--- src/rtl/register32_8_pkg.sv ---
// Shared parameters and types for the register32_8_reader slice.
package register32_8_pkg;

  localparam int unsigned DATA_W     = 32;
  localparam int unsigned ADDR_W     = 3;
  localparam int unsigned NREG       = 8;
  localparam int unsigned FIFO_DEPTH = 2;

  // FIFO occupancy; the encoding equals the number of stored entries.
  typedef enum logic [1:0] {
    EMPTY = 2'd0,
    ONE   = 2'd1,
    FULL  = 2'd2
  } occ_state_e;

  typedef struct packed {
    logic [ADDR_W-1:0] tag;
    logic [DATA_W-1:0] data;
  } fifo_entry_t;

endpackage

--- src/rtl/fifo2_32.sv ---
// Two-entry data+tag FIFO with an EMPTY/ONE/FULL occupancy state machine.
// The head entry is always held in head_q; tail_q holds the second entry when FULL.
// Vacated slots are zeroed so the head reads as zero whenever the FIFO is empty.
module fifo2_32
  import register32_8_pkg::*;
(
  input  logic              clk,
  input  logic              clear,
  input  logic              push,
  input  logic [DATA_W-1:0] push_data,
  input  logic [ADDR_W-1:0] push_tag,
  input  logic              pop,
  output logic              full,
  output logic              empty,
  output logic [DATA_W-1:0] head_data,
  output logic [ADDR_W-1:0] head_tag
);

  occ_state_e  state_q, state_d;
  fifo_entry_t head_q, head_d;
  fifo_entry_t tail_q, tail_d;
  fifo_entry_t new_entry;
  logic        push_ok;
  logic        pop_ok;

  // Pushes into a full FIFO and pops from an empty one are dropped.
  always_comb begin
    new_entry.data = push_data;
    new_entry.tag  = push_tag;
    push_ok        = push & (state_q != FULL);
    pop_ok         = pop & (state_q != EMPTY);
  end

  // Next-state and storage update for the occupancy machine.
  always_comb begin
    state_d = state_q;
    head_d  = head_q;
    tail_d  = tail_q;
    case (state_q)
      EMPTY: begin
        if (push_ok) begin
          state_d = ONE;
          head_d  = new_entry;
        end
      end
      ONE: begin
        if (push_ok && pop_ok) begin
          // Head leaves and the new entry takes its place in the same edge.
          head_d = new_entry;
        end else if (push_ok) begin
          state_d = FULL;
          tail_d  = new_entry;
        end else if (pop_ok) begin
          state_d = EMPTY;
          head_d  = '0;
        end
      end
      FULL: begin
        if (pop_ok) begin
          state_d = ONE;
          head_d  = tail_q;
          tail_d  = '0;
        end
      end
      default: begin
        state_d = EMPTY;
        head_d  = '0;
        tail_d  = '0;
      end
    endcase
  end

  // State and storage registers, cleared asynchronously.
  always_ff @(posedge clk or posedge clear) begin
    if (clear) begin
      state_q <= EMPTY;
      head_q  <= '0;
      tail_q  <= '0;
    end else begin
      state_q <= state_d;
      head_q  <= head_d;
      tail_q  <= tail_d;
    end
  end

  // Status and head outputs come straight from registers.
  always_comb begin
    full      = (state_q == FULL);
    empty     = (state_q == EMPTY);
    head_data = head_q.data;
    head_tag  = head_q.tag;
  end

endmodule

--- src/rtl/register32_8_reader.sv ---
// Register-bank reader: 8:1 read mux into a 2-entry result FIFO, one-cycle latency.
// Optional write-through forwarding is enabled by defining REGISTER32_8_READER_BYPASS_EN;
// without it the pre-write register value is always returned.
module register32_8_reader
  import register32_8_pkg::*;
(
  input  logic              clk,
  input  logic              clear,
  input  logic              rd_req,
  input  logic [ADDR_W-1:0] rd_addr,
  output logic              rd_ready,
  input  logic [DATA_W-1:0] reg_in0,
  input  logic [DATA_W-1:0] reg_in1,
  input  logic [DATA_W-1:0] reg_in2,
  input  logic [DATA_W-1:0] reg_in3,
  input  logic [DATA_W-1:0] reg_in4,
  input  logic [DATA_W-1:0] reg_in5,
  input  logic [DATA_W-1:0] reg_in6,
  input  logic [DATA_W-1:0] reg_in7,
  input  logic [NREG-1:0]   wr_en,
  input  logic [DATA_W-1:0] wr_data,
  output logic              rd_valid,
  output logic [DATA_W-1:0] rd_data,
  output logic [ADDR_W-1:0] rd_tag,
  input  logic              rd_accept
);

  logic [DATA_W-1:0] mux_data;
  logic [DATA_W-1:0] push_data;
  logic              fifo_full;
  logic              fifo_empty;
  logic              push;
  logic              pop;

  // 8:1 read mux over the register bank.
  always_comb begin
    mux_data = '0;
    case (rd_addr)
      3'd0:    mux_data = reg_in0;
      3'd1:    mux_data = reg_in1;
      3'd2:    mux_data = reg_in2;
      3'd3:    mux_data = reg_in3;
      3'd4:    mux_data = reg_in4;
      3'd5:    mux_data = reg_in5;
      3'd6:    mux_data = reg_in6;
      default: mux_data = reg_in7;
    endcase
  end

`ifdef REGISTER32_8_READER_BYPASS_EN
  // Forward the in-flight write only when it targets the register being read.
  always_comb begin
    push_data = wr_en[rd_addr] ? wr_data : mux_data;
  end
`else
  logic unused_wr;

  // Write port is ignored; the register's current contents are returned.
  always_comb begin
    push_data = mux_data;
    unused_wr = ^{wr_en, wr_data};
  end
`endif

  // Handshakes; rd_ready depends only on registered FIFO state.
  always_comb begin
    rd_ready = ~fifo_full;
    rd_valid = ~fifo_empty;
    push     = rd_req & ~fifo_full;
    pop      = rd_accept & ~fifo_empty;
  end

  fifo2_32 u_fifo (
    .clk       (clk),
    .clear     (clear),
    .push      (push),
    .push_data (push_data),
    .push_tag  (rd_addr),
    .pop       (pop),
    .full      (fifo_full),
    .empty     (fifo_empty),
    .head_data (rd_data),
    .head_tag  (rd_tag)
  );

endmodule

--- config.mk ---
export PLATFORM = sky130hd
export DESIGN_NAME = register32_8_reader
export DESIGN_NICKNAME = d
export VERILOG_FILES = /design/src/rtl/register32_8_pkg.sv /design/src/rtl/fifo2_32.sv /design/src/rtl/register32_8_reader.sv
export SDC_FILE = /design/constraint.sdc
export NUM_CORES = 1
export LEC_CHECK = 0
export BUFFER_PORTS_ARGS = -buffer_cell sky130_fd_sc_hd__buf_2
export CAP_MARGIN = 30
export CORE_AREA = 3 3 132 134
export DETAILED_ROUTE_END_ITERATION = 16
export DIE_AREA = 0 0 135 137
export GPL_TIMING_DRIVEN = 0
export HOLD_SLACK_MARGIN = 0.08
export PLACE_DENSITY = 0.65
export SETUP_SLACK_MARGIN = 0.15
export SLEW_MARGIN = 20
export SYNTH_ARGS = -nofsm -noshare
export SYNTH_HDL_FRONTEND = slang
export SYNTH_SLANG_ARGS = --single-unit
--- constraint.sdc ---
create_clock -name clk -period 3.1 [get_ports clk]
set_clock_uncertainty 0.2 [all_clocks]
set_input_delay 0.775 -clock clk [delete_from_list [all_inputs] [get_ports clk]]
set_output_delay 0.775 -clock clk [all_outputs]
set_load 0.005 [all_outputs]
==> reports/results.tsv, run 1 <==
stage	metric	value	unit
clocking	clk_pin_slew_worst_paths	0.06	ns
routing	ant_nets	0	
power	powerDensity	492.8	nW/um^2
routing	finalWirelength	22980	um
clocking	hold_buffers	0	
floorplan	core-area	16410	um^2
sta	relSlewSlack	53.07	%
power	peakVddDrop	0.3392	mV
layout	finish.utilization	45.31	%
routing	drt-wirelength-per-cell	20.61	um
floorplan	die_w	135	um
synthesis	synth_top_family_by_area	compound AO/OA/AOI/OAI gates	
floorplan	initial_core_util	32.51	%
sta	finalHoldViolCount	0	
synthesis	syn-instance-count	580	
worst_setup_path	worstPathRequired	3.09	ns
synthesis	synth-compound-area-share	31.20	%
sta	tightest_slew	0.7026	ns
clocking	cts_tree	yes	
place	numPortBuffers	296	
sta	fin_crit_sh	86.31	%
sta	max_freq	0.3737	GHz
synthesis	synth_fp_nets	883	
sta	min_period	2.676	ns
worst_setup_path	worst-path-max-fanout	10	
sta	setup_violations	0	
run_status	status	finished clean	
synthesis	synthXorXnorAreaFrac	0.3284	%
synthesis	avgSynthCellArea	9.196	um^2
floorplan	ios	340	
layout	layout_commonest_cell	buf_2	
clocking	clockBufferDepth	2	
worst_setup_path	critPathCaptureType	flop	
synthesis	yosysTopAreaCell	dfrtp_1	
worst_setup_path	critical_path_class	in2reg	
sta	slew_viol_final	0	
global_routing	track_usage	24.00	%
global_routing	grt_pass1_vias	5973	
min_path	holdCritPathClass	in2async	
floorplan	die_area	18500	um^2
power	p_leak	3.686	nW
place	gp_congestion	0.8251	
worst_setup_path	crit_arrival	2.66	ns
synthesis	synth_warnings	0	
routing	dr.pass1.iters	5	
synthesis	yosys.cell_types.count	43	
clocking	cts_setup_buffers	0	
clocking	htreeDepth	3	
routing	dr_total_vias	5863	
worst_setup_path	cp-start-kind	primary input	
synthesis	ys_ff_latch	72	
sta	rsz0062_at_grt	no	
layout	layout_common_cells	buf_2, nor2_1, dfrtp_1, mux2i_1, o31ai_1	
clocking	cts_made_buffers	9	
layout	drive_above_1_share	44.79	%
clocking	cts_root_buffer	clkbuf_16	
routing	drtIter0Drc	307	
clocking	post_cts_resized	0	
synthesis	synth_adder_area_share	0	%
routing	via_per_inst	5.258	
floorplan	placementRows	47	
global_routing	antenna_found_initial	2	
synthesis	synth-simple-area-share	13.28	%
sta	setup_tns	0	ns
job	drv_cap	0	
place	hpwlAfterDp	18630	um
synthesis	synthMuxAreaShare	13.39	%
routing	drc	0	
global_routing	grt_first_pass_wirelength	33440	um
clocking	clock_latency	0.33	ns
global_routing	grt_max_degree	46	
clocking	cts.sinks	72	
synthesis	synth_top_area_share	33.78	%
layout	area_growth	39.36	%
synthesis	synth_area	5334	um^2
layout	fin_nets	1191	
synthesis	synthTopCellsByArea	dfrtp_1, mux2i_1, o31ai_1, nor2_1, a2111oi_2	
global_routing	grt_overflow	0	
floorplan	die_h	137	um
synthesis	synth_seq_area_share	33.78	%
==> per-layer routing <==
layer	global-route usage, %	wire length (um)	share of wire (%)	up-vias
met4	7.447	565	2.5	0
met2	41.72	11420	50	272
met1	30.61	9519	41	2762
li1	-	-	-	2795
met5	0	0	0	-
met3	3.971	1469	6.4	34
==> synth_stat cells <==
| cell type | instances |
|---|---|
| buf_2 | 26 |
| nand2_1 | 37 |
| nor2b_1 | 5 |
| nand3b_1 | 1 |
| a22oi_1 | 32 |
| o221a_2 | 1 |
| a31oi_1 | 1 |
| o21ai_0 | 8 |
| a2111oi_2 | 23 |
| nor2b_4 | 1 |
| a32oi_1 | 1 |
| buf_6 | 9 |
| nor3b_1 | 3 |
| o21ai_1 | 1 |
| buf_4 | 6 |
| dfrtp_1 | 72 |
| o2bb2ai_1 | 1 |
| a21oi_1 | 34 |
| inv_1 | 7 |
| a2bb2oi_1 | 4 |
| o22ai_2 | 1 |
| nand2b_1 | 5 |
| mux2i_1 | 68 |
| and3b_1 | 1 |
| a211oi_1 | 24 |
| buf_1 | 1 |
| mux2_2 | 1 |
| o31ai_1 | 56 |
| nor2_1 | 103 |
| mux4_2 | 1 |
| buf_12 | 4 |
| or2_1 | 1 |
| nand3_1 | 1 |
| a222oi_1 | 3 |
| nand3_2 | 1 |
| or3b_1 | 1 |
| o22ai_1 | 8 |
| xnor2_1 | 2 |
| and2_1 | 2 |
| o31ai_2 | 8 |
| or2_2 | 3 |
| nor2_2 | 1 |
| clkbuf_1 | 11 |
==> final timing paths <==
| check | startpoint | to | slack, ns | depth (start not counted) |
|---|---|---|---|---|
| max in group asynchronous | clear | u_fifo.tail_q[34] | 1.91 | 3 |
| min in group clk | u_fifo.tail_q[1] | u_fifo.tail_q[1] | 0.28 | 2 |
| worst max-delay path | rd_addr[0] | u_fifo.head_data[19] | 0.42 | 6 |
| worst min-delay path | clear | u_fifo.tail_q[19] | 0.23 | 2 |
| worst min register to register | u_fifo.tail_q[1] | u_fifo.tail_q[1] | 0.28 | 2 |
| worst max register to register | u_fifo.state_q[0] | u_fifo.head_data[0] | 1.00 | 6 |
==> critical path, cell delays in order <==
cell and delay [ns]:
buf_2 0.10, buf_2 0.28, buf_1 0.44, a211oi_1 0.17, a2111oi_2 0.70, o31ai_1 0.17
==> power by group <==
group	internal, mW	switching [mW]	total (mW)
sequential	1.20	0.150	1.35
clock	0.664	0.400	1.06
combinational	0.579	0.675	1.25
==> sequential cells by signal, indices dropped and copies added, names as in the netlist <==
register,count
u_fifo.state_q,2
u_fifo.head_data,32
u_fifo.head_tag,3
u_fifo.tail_q,35
==> logic make-up after synthesis <==
family | Yosys count
AOI/OAI and AO/OA | 206
and+or+nand+nor | 166
DFF | 72
muxes | 70
buffers and inverters | 64
xor gates and xnor gates | 2
==> final cells by class <==
cell class,count,area (um^2)
antenna,2,5.005
buffer,57,401.6
clock buffer,11,252.7
clock inverter,5,55.05
fill,1708,8974
inverter,7,28.78
multi-input combinational,444,3104
sequential,72,1802
tap,220,275.3
timing repair buffer,297,1509
==> through the flow <==
stage	std cells	hold slack, ns	power, mW	instance area (um^2)	setup slack (ns)
floorplan	580	0.2489	2.045	5334	0.3001
global placement	1096	0.2609	2.589	7091	-0.6446
detailed placement	1097	0.2705	2.617	7121	0.1964
CTS	1113	0.2325	3.687	7428	0.5515
global route	1115	0.2639	3.875	7433	0.3479
finish	1115	0.2296	3.663	7433	0.4244
Power figures use the tool's default switching activity.
==> run 2: changes to the inputs <==
--- a/config.mk
+++ b/config.mk
@@ -13,6 +13,8 @@
 export GPL_TIMING_DRIVEN = 0
 export HOLD_SLACK_MARGIN = 0.08
 export PLACE_DENSITY = 0.65
+export RECOVER_POWER = 25
+export REMOVE_ABC_BUFFERS = 1
 export SETUP_SLACK_MARGIN = 0.15
 export SLEW_MARGIN = 20
 export SYNTH_ARGS = -nofsm -noshare
==> run 2 against run 1 <==
Sequential power about the same. Via count down 4.0%. The run now ends with max-capacitance violations, max-slew violations left. Count of clock-buffer cells in the layout grew 1. Final area shrank 1.9%. Critical path depth decreased by 2. Clock power increased by 8%.
==> reports/results.tsv, run 2 (synthesis results as in run 1) <==
stage	metric	value	unit	change
global_routing	track_usage	18.44	%	-5.6 points
floorplan	core-area	16410	um^2	unchanged
global_routing	antenna_found_initial	0		-2
global_routing	met1_usage	22.94	%	-7.7 points
floorplan	ios	340		unchanged
routing	drc	0		unchanged
layout	layout_common_cells	buf_2, nor2_1, dfrtp_1, mux2i_1, o31ai_1		
worst_setup_path	worst-path-max-fanout	65		+55
global_routing	grt_overflow	0		unchanged
floorplan	placementRows	47		unchanged
sta	slew_viol_final	40		+40
worst_setup_path	ff2ff_setup_slack	0.91	ns	-0.09 ns
clocking	cts.sinks	72		unchanged
routing	ant_nets	0		unchanged
run_status	violations	max-capacitance violations, max-slew violations		
sta	max_freq	0.3674	GHz	-1.7%
layout	layout_commonest_cell	buf_2		
global_routing	grt_max_degree	66		+43%
worst_setup_path	worstPathRequired	3.09	ns	about the same
worst_setup_path	crit_arrival	2.71	ns	+0.05 ns
routing	drtIter0Drc	249		-19%
layout	regMostFlops	u_fifo.tail_q		
clocking	cts_root_buffer	clkbuf_16		
floorplan	die_h	137	um	unchanged
routing	dr.pass1.iters	5		unchanged
global_routing	met2_usage	32.91	%	-8.8 points
min_path	hold_depth	2		
power	peakVddDrop	0.3076	mV	-9.3%
clocking	hold_buffers	0		unchanged
run_status	status	finished with violations		
routing	drt-wirelength-per-cell	16.85	um	-18%
clocking	post_cts_resized	0		unchanged
worst_setup_path	cp-start-kind	primary input		
clocking	cts_tree	yes		
clocking	htreeDepth	3		unchanged
sta	rsz0062_at_grt	no		
sta	fin_crit_sh	87.79	%	+1.5 points
layout	diodes	0		-2
global_routing	grt.busiest_layer	met2		
layout	finish.utilization	44.43	%	-0.88 points
routing	via_per_inst	5.282		+0.46%
place	gp_congestion	0.7599		-7.9%
global_routing	grt_first_pass_wirelength	27360	um	-18%
layout	area_growth	36.66	%	
global_routing	grt_pass1_vias	5381		-9.9%
job	drv_cap	1		+1
floorplan	initial_core_util	32.51	%	unchanged
clocking	cts_made_buffers	9		unchanged
worst_setup_path	critical_path_class	in2reg		
place	numPlacedInstances	1050		-4.3%
routing	finalWirelength	17970	um	-22%
clocking	clock_latency	0.34	ns	about the same
place	numPortBuffers	299		+1.0%
sta	finalHoldViolCount	0		unchanged
clocking	clockBufferDepth	2		unchanged
min_path	holdCritPathClass	reg2reg		
place	hpwlAfterDp	13500	um	-28%
worst_setup_path	r2r_cells	4		-2
sta	tightest_slew	1.822	ns	+1.120 ns
layout	drive_above_1_share	43.74	%	-1.1 points
sta	setup_violations	0		unchanged
power	p_leak	3.561	nW	-3.4%
worst_setup_path	critPathCaptureType	flop		
floorplan	die_area	18500	um^2	unchanged
layout	final_cells	1066		-4.4%
floorplan	die_w	135	um	unchanged
sta	min_period	2.722	ns	+0.04589 ns
layout	fin_nets	1144		-3.9%
sta	whs	0.2772	ns	+0.04753 ns
routing	dr_total_vias	5631		-4.0%
power	powerDensity	506.5	nW/um^2	+2.8%
layout	largest_reg_flops	35		unchanged
clocking	clk_pin_slew_worst_paths	0.06	ns	about the same
sta	relSlewSlack	-22.16	%	-75 points
global_routing	grt_util_met3	4.118	%	+0.15 points
clocking	cts_setup_buffers	0		unchanged
==> run 2: area by class of cell <==
class                   count  area (um^2)
fillers                  1644         9117
multi-input cells         444         3139
flip-flops and latches     72         1802
repair buffers            307         1713
well taps                 220        275.3
clock buffers              12        256.5
clock inverters             4        76.32
inverters                   7        27.53
==> run 2: where the power goes <==
part,internal [mW],leakage (nW),switching (mW)
registers,1.19,0.938,0.149
logic,0.583,2.46,0.620
clock network,0.750,0.159,0.395
total,2.53,3.56,1.16
==> run 2: layer usage <==
metal,vias up,wire [um]
met1,2656,7327
li1,2710,-
met2,254,9042
met5,-,0
met4,0,155
met3,11,1440
==> run 2: worst max-delay path, cell delays in order <==
cell and delay (ns):
buf_4 0.56, nand3_2 0.79, nor2_1 0.45, o31ai_2 0.09
==> run 2: worst paths after layout <==
path,start,to
setup reg to reg,u_fifo.state_q[0],u_fifo.head_data[9]
max in group asynchronous,clear,u_fifo.head_data[24]
hold reg to reg,u_fifo.tail_q[29],u_fifo.tail_q[29]
hold / removal,u_fifo.tail_q[29],u_fifo.tail_q[29]
min in group asynchronous,clear,u_fifo.head_tag[1]
setup / recovery,rd_addr[0],u_fifo.tail_q[21]
==> run 2: stage by stage <==
| step | setup TNS, ns | cell area (um^2) | worst slack [ns] | power, mW |
|---|---|---|---|---|
| finish | 0 | 7289 | 0.3785 | 3.692 |
| floorplan | 0 | 4932 | 0.3001 | 1.933 |
| global placement | -150.46 | 6704 | -1.758 | 2.472 |
| CTS | 0 | 7288 | 0.2219 | 3.735 |
| detailed placement | -0.4694 | 6955 | -0.1270 | 2.572 |
| global route | 0 | 7289 | 0.2185 | 3.923 |
==> run 3: changes to the inputs <==
==> constraint.sdc (replaced) <==
create_clock -name clk -period 3.2 [get_ports clk]
set_clock_uncertainty 0.2 [all_clocks]
set_input_delay 0.8 -clock clk [delete_from_list [all_inputs] [get_ports clk]]
set_output_delay 0.8 -clock clk [all_outputs]
set_load 0.005 [all_outputs]
==> run 3 against run 2 <==
The flow still finishes with violations (max-capacitance violations, max-slew violations). Core utilization shrank 0.11 points. Critical path depth is 2 higher. Combinational power shrank 3%. Non-clock buffer count stayed put. Register-to-register slack better by 0.11 ns. Critical path type unchanged.
==> reports/results.tsv, run 3 (synthesis results as in run 1) <==
stage	metric	value	unit	change
sta	slew_viol_final	41		+2.5%
sta	fin_crit_sh	90.83	%	
layout	regMostFlops	u_fifo.tail_q		
run_status	violations	max-capacitance violations, max-slew violations		
worst_setup_path	r2r_cells	4		unchanged
worst_setup_path	crit_arrival	2.89	ns	+0.18 ns
floorplan	die_area	18500	um^2	unchanged
global_routing	grt_overflow	0		unchanged
layout	area_growth	36.34	%	
sta	relSlewSlack	-18.13	%	+4.0 points
min_path	hold_start	u_fifo.tail_q[29]		
job	drv_cap	1		unchanged
clocking	clock_latency	0.33	ns	about the same
routing	dr_total_vias	5623		-0.14%
clocking	post_cts_resized	0		unchanged
sta	finalHoldViolCount	0		unchanged
floorplan	ios	340		unchanged
routing	ant_nets	0		unchanged
routing	finalWirelength	17970	um	about the same
clocking	clockBufferDepth	2		unchanged
sta	max_freq	0.3441	GHz	
global_routing	antenna_found_initial	0		unchanged
layout	largest_reg_flops	35		unchanged
min_path	hold_depth	2		unchanged
layout	fillers	1646		+0.12%
global_routing	grt_max_degree	66		unchanged
global_routing	grt_first_pass_wirelength	27360	um	unchanged
sta	tightest_slew	1.762	ns	-0.06017 ns
worst_setup_path	max_stage_delay	0.61	ns	-0.18 ns
place	numPlacedInstances	1050		unchanged
sta	setup_violations	0		unchanged
routing	via_per_inst	5.275		-0.14%
sta	min_period	2.906	ns	
floorplan	placementRows	47		unchanged
clocking	cts.sinks	72		unchanged
place	hpwlAfterDp	13500	um	unchanged
worst_setup_path	critPathCaptureType	flop		
clocking	cts_root_buffer	clkbuf_16		
run_status	status	finished with violations		
floorplan	die_h	137	um	unchanged
worst_setup_path	critical_path_class	in2reg		
power	p_leak	3.555	nW	-0.17%
routing	drt-wirelength-per-cell	16.85	um	about the same
worst_setup_path	ff2ff_setup_slack	1.02	ns	+0.11 ns
floorplan	core-area	16410	um^2	unchanged
worst_setup_path	crit_slowest_cell	or2_2		
layout	diodes	0		unchanged
worst_setup_path	worst-path-max-fanout	53		-18%
routing	drtIter0Drc	253		+1.6%
worst_setup_path	worstPathRequired	3.18	ns	+0.09 ns
clocking	hold_buffers	0		unchanged
worst_setup_path	regToRegEndpoint	u_fifo.head_data[9]		
power	powerDensity	491.1	nW/um^2	-3.0%
worst_setup_path	r2r_start	u_fifo.state_q[0]		
worst_setup_path	cp-start-kind	primary input		
min_path	min_to	u_fifo.tail_q[29]		
global_routing	grt_pass1_vias	5381		unchanged
min_path	holdCritPathClass	reg2reg		
layout	final_cells	1066		unchanged
sta	rsz0062_at_grt	no		
clocking	cts_tree	yes		
layout	layout_commonest_cell	buf_2		
clocking	htreeDepth	3		unchanged
layout	layout_common_cells	buf_2, nor2_1, dfrtp_1, mux2i_1, o31ai_1		
worst_setup_path	crit_chain	buf_6 > buf_16 > or2_2 > nor2_1 > a2111oi_2 > o31ai_1		
layout	drive_above_1_share	43.74	%	unchanged
clocking	cts_setup_buffers	0		unchanged
place	gp_congestion	0.7599		unchanged
routing	drc	0		unchanged
layout	fin_nets	1144		unchanged
routing	dr.pass1.iters	5		unchanged
global_routing	track_usage	18.44	%	unchanged
place	numPortBuffers	299		unchanged
power	power	3.571	mW	-3.3%
floorplan	die_w	135	um	unchanged
floorplan	initial_core_util	32.51	%	unchanged
power	peakVddDrop	0.2956	mV	-3.9%
clocking	clk_pin_slew_worst_paths	0.06	ns	about the same
clocking	cts_made_buffers	9		unchanged
==> run 3: report_power, final <==
group | leakage, nW | internal [mW] | switching [mW]
Sequential | 0.938 | 1.16 | 0.144
Clock | 0.159 | 0.727 | 0.381
Combinational | 2.46 | 0.562 | 0.601
Total | 3.55 | 2.45 | 1.13
==> run 3: how the worst max path moves through the flow <==
stage,start,endpoint,depth (start not counted)
5_1_grt,clear,u_fifo.head_data[19],3
3_3_place_gp,rd_addr[1],u_fifo.tail_q[28],4
2_1_floorplan,clear,u_fifo.head_data[0],1
6_report,rd_addr[1],u_fifo.tail_q[12],6
3_5_place_dp,rd_addr[1],u_fifo.tail_q[12],6
4_1_cts,rd_addr[1],u_fifo.tail_q[12],6
==> run 3: area by class of cell <==
cell class | instances | area [um^2] | share of cell area, %
multi-input cells | 444 | 3137 | 43.13
flip-flops and latches | 72 | 1802 | 24.78
repair buffers | 307 | 1698 | 23.35
well taps | 220 | 275.3 | 3.785
clock buffers | 12 | 256.5 | 3.527
clock inverters | 4 | 76.32 | 1.050
inverters | 7 | 27.53 | 0.3785
==> run 3: critical path: cells and delay by family <==
family,cells,cell delay [ns]
simple gates,2,0.74
buf+inv,2,0.65
compound gates,2,0.60
==> run 3: per-layer routing <==
metal  share of wire, %  vias up  GRT usage (%)
met1                 41     2666          22.94
li1                   -     2709              -
met3                7.9        9          4.118
met2                 51      239          32.91
met5                  0        -              0
met4               0.71        0          3.751
==> run 3: stage by stage <==
step,TNS [ns],utilization (%),worst slack [ns],area [um^2],hold WS [ns]
2_1_floorplan,0,-,0.3751,4932,0.2489
3_3_place_gp,-140.25,40.86,-1.683,6704,0.2610
3_5_place_dp,-0.1364,42.39,-0.05203,6955,0.2664
4_1_cts,0,44.42,0.2969,7288,0.2788
5_1_grt,0,44.32,0.1504,7272,0.2989
6_report,0,44.32,0.2936,7272,0.2774
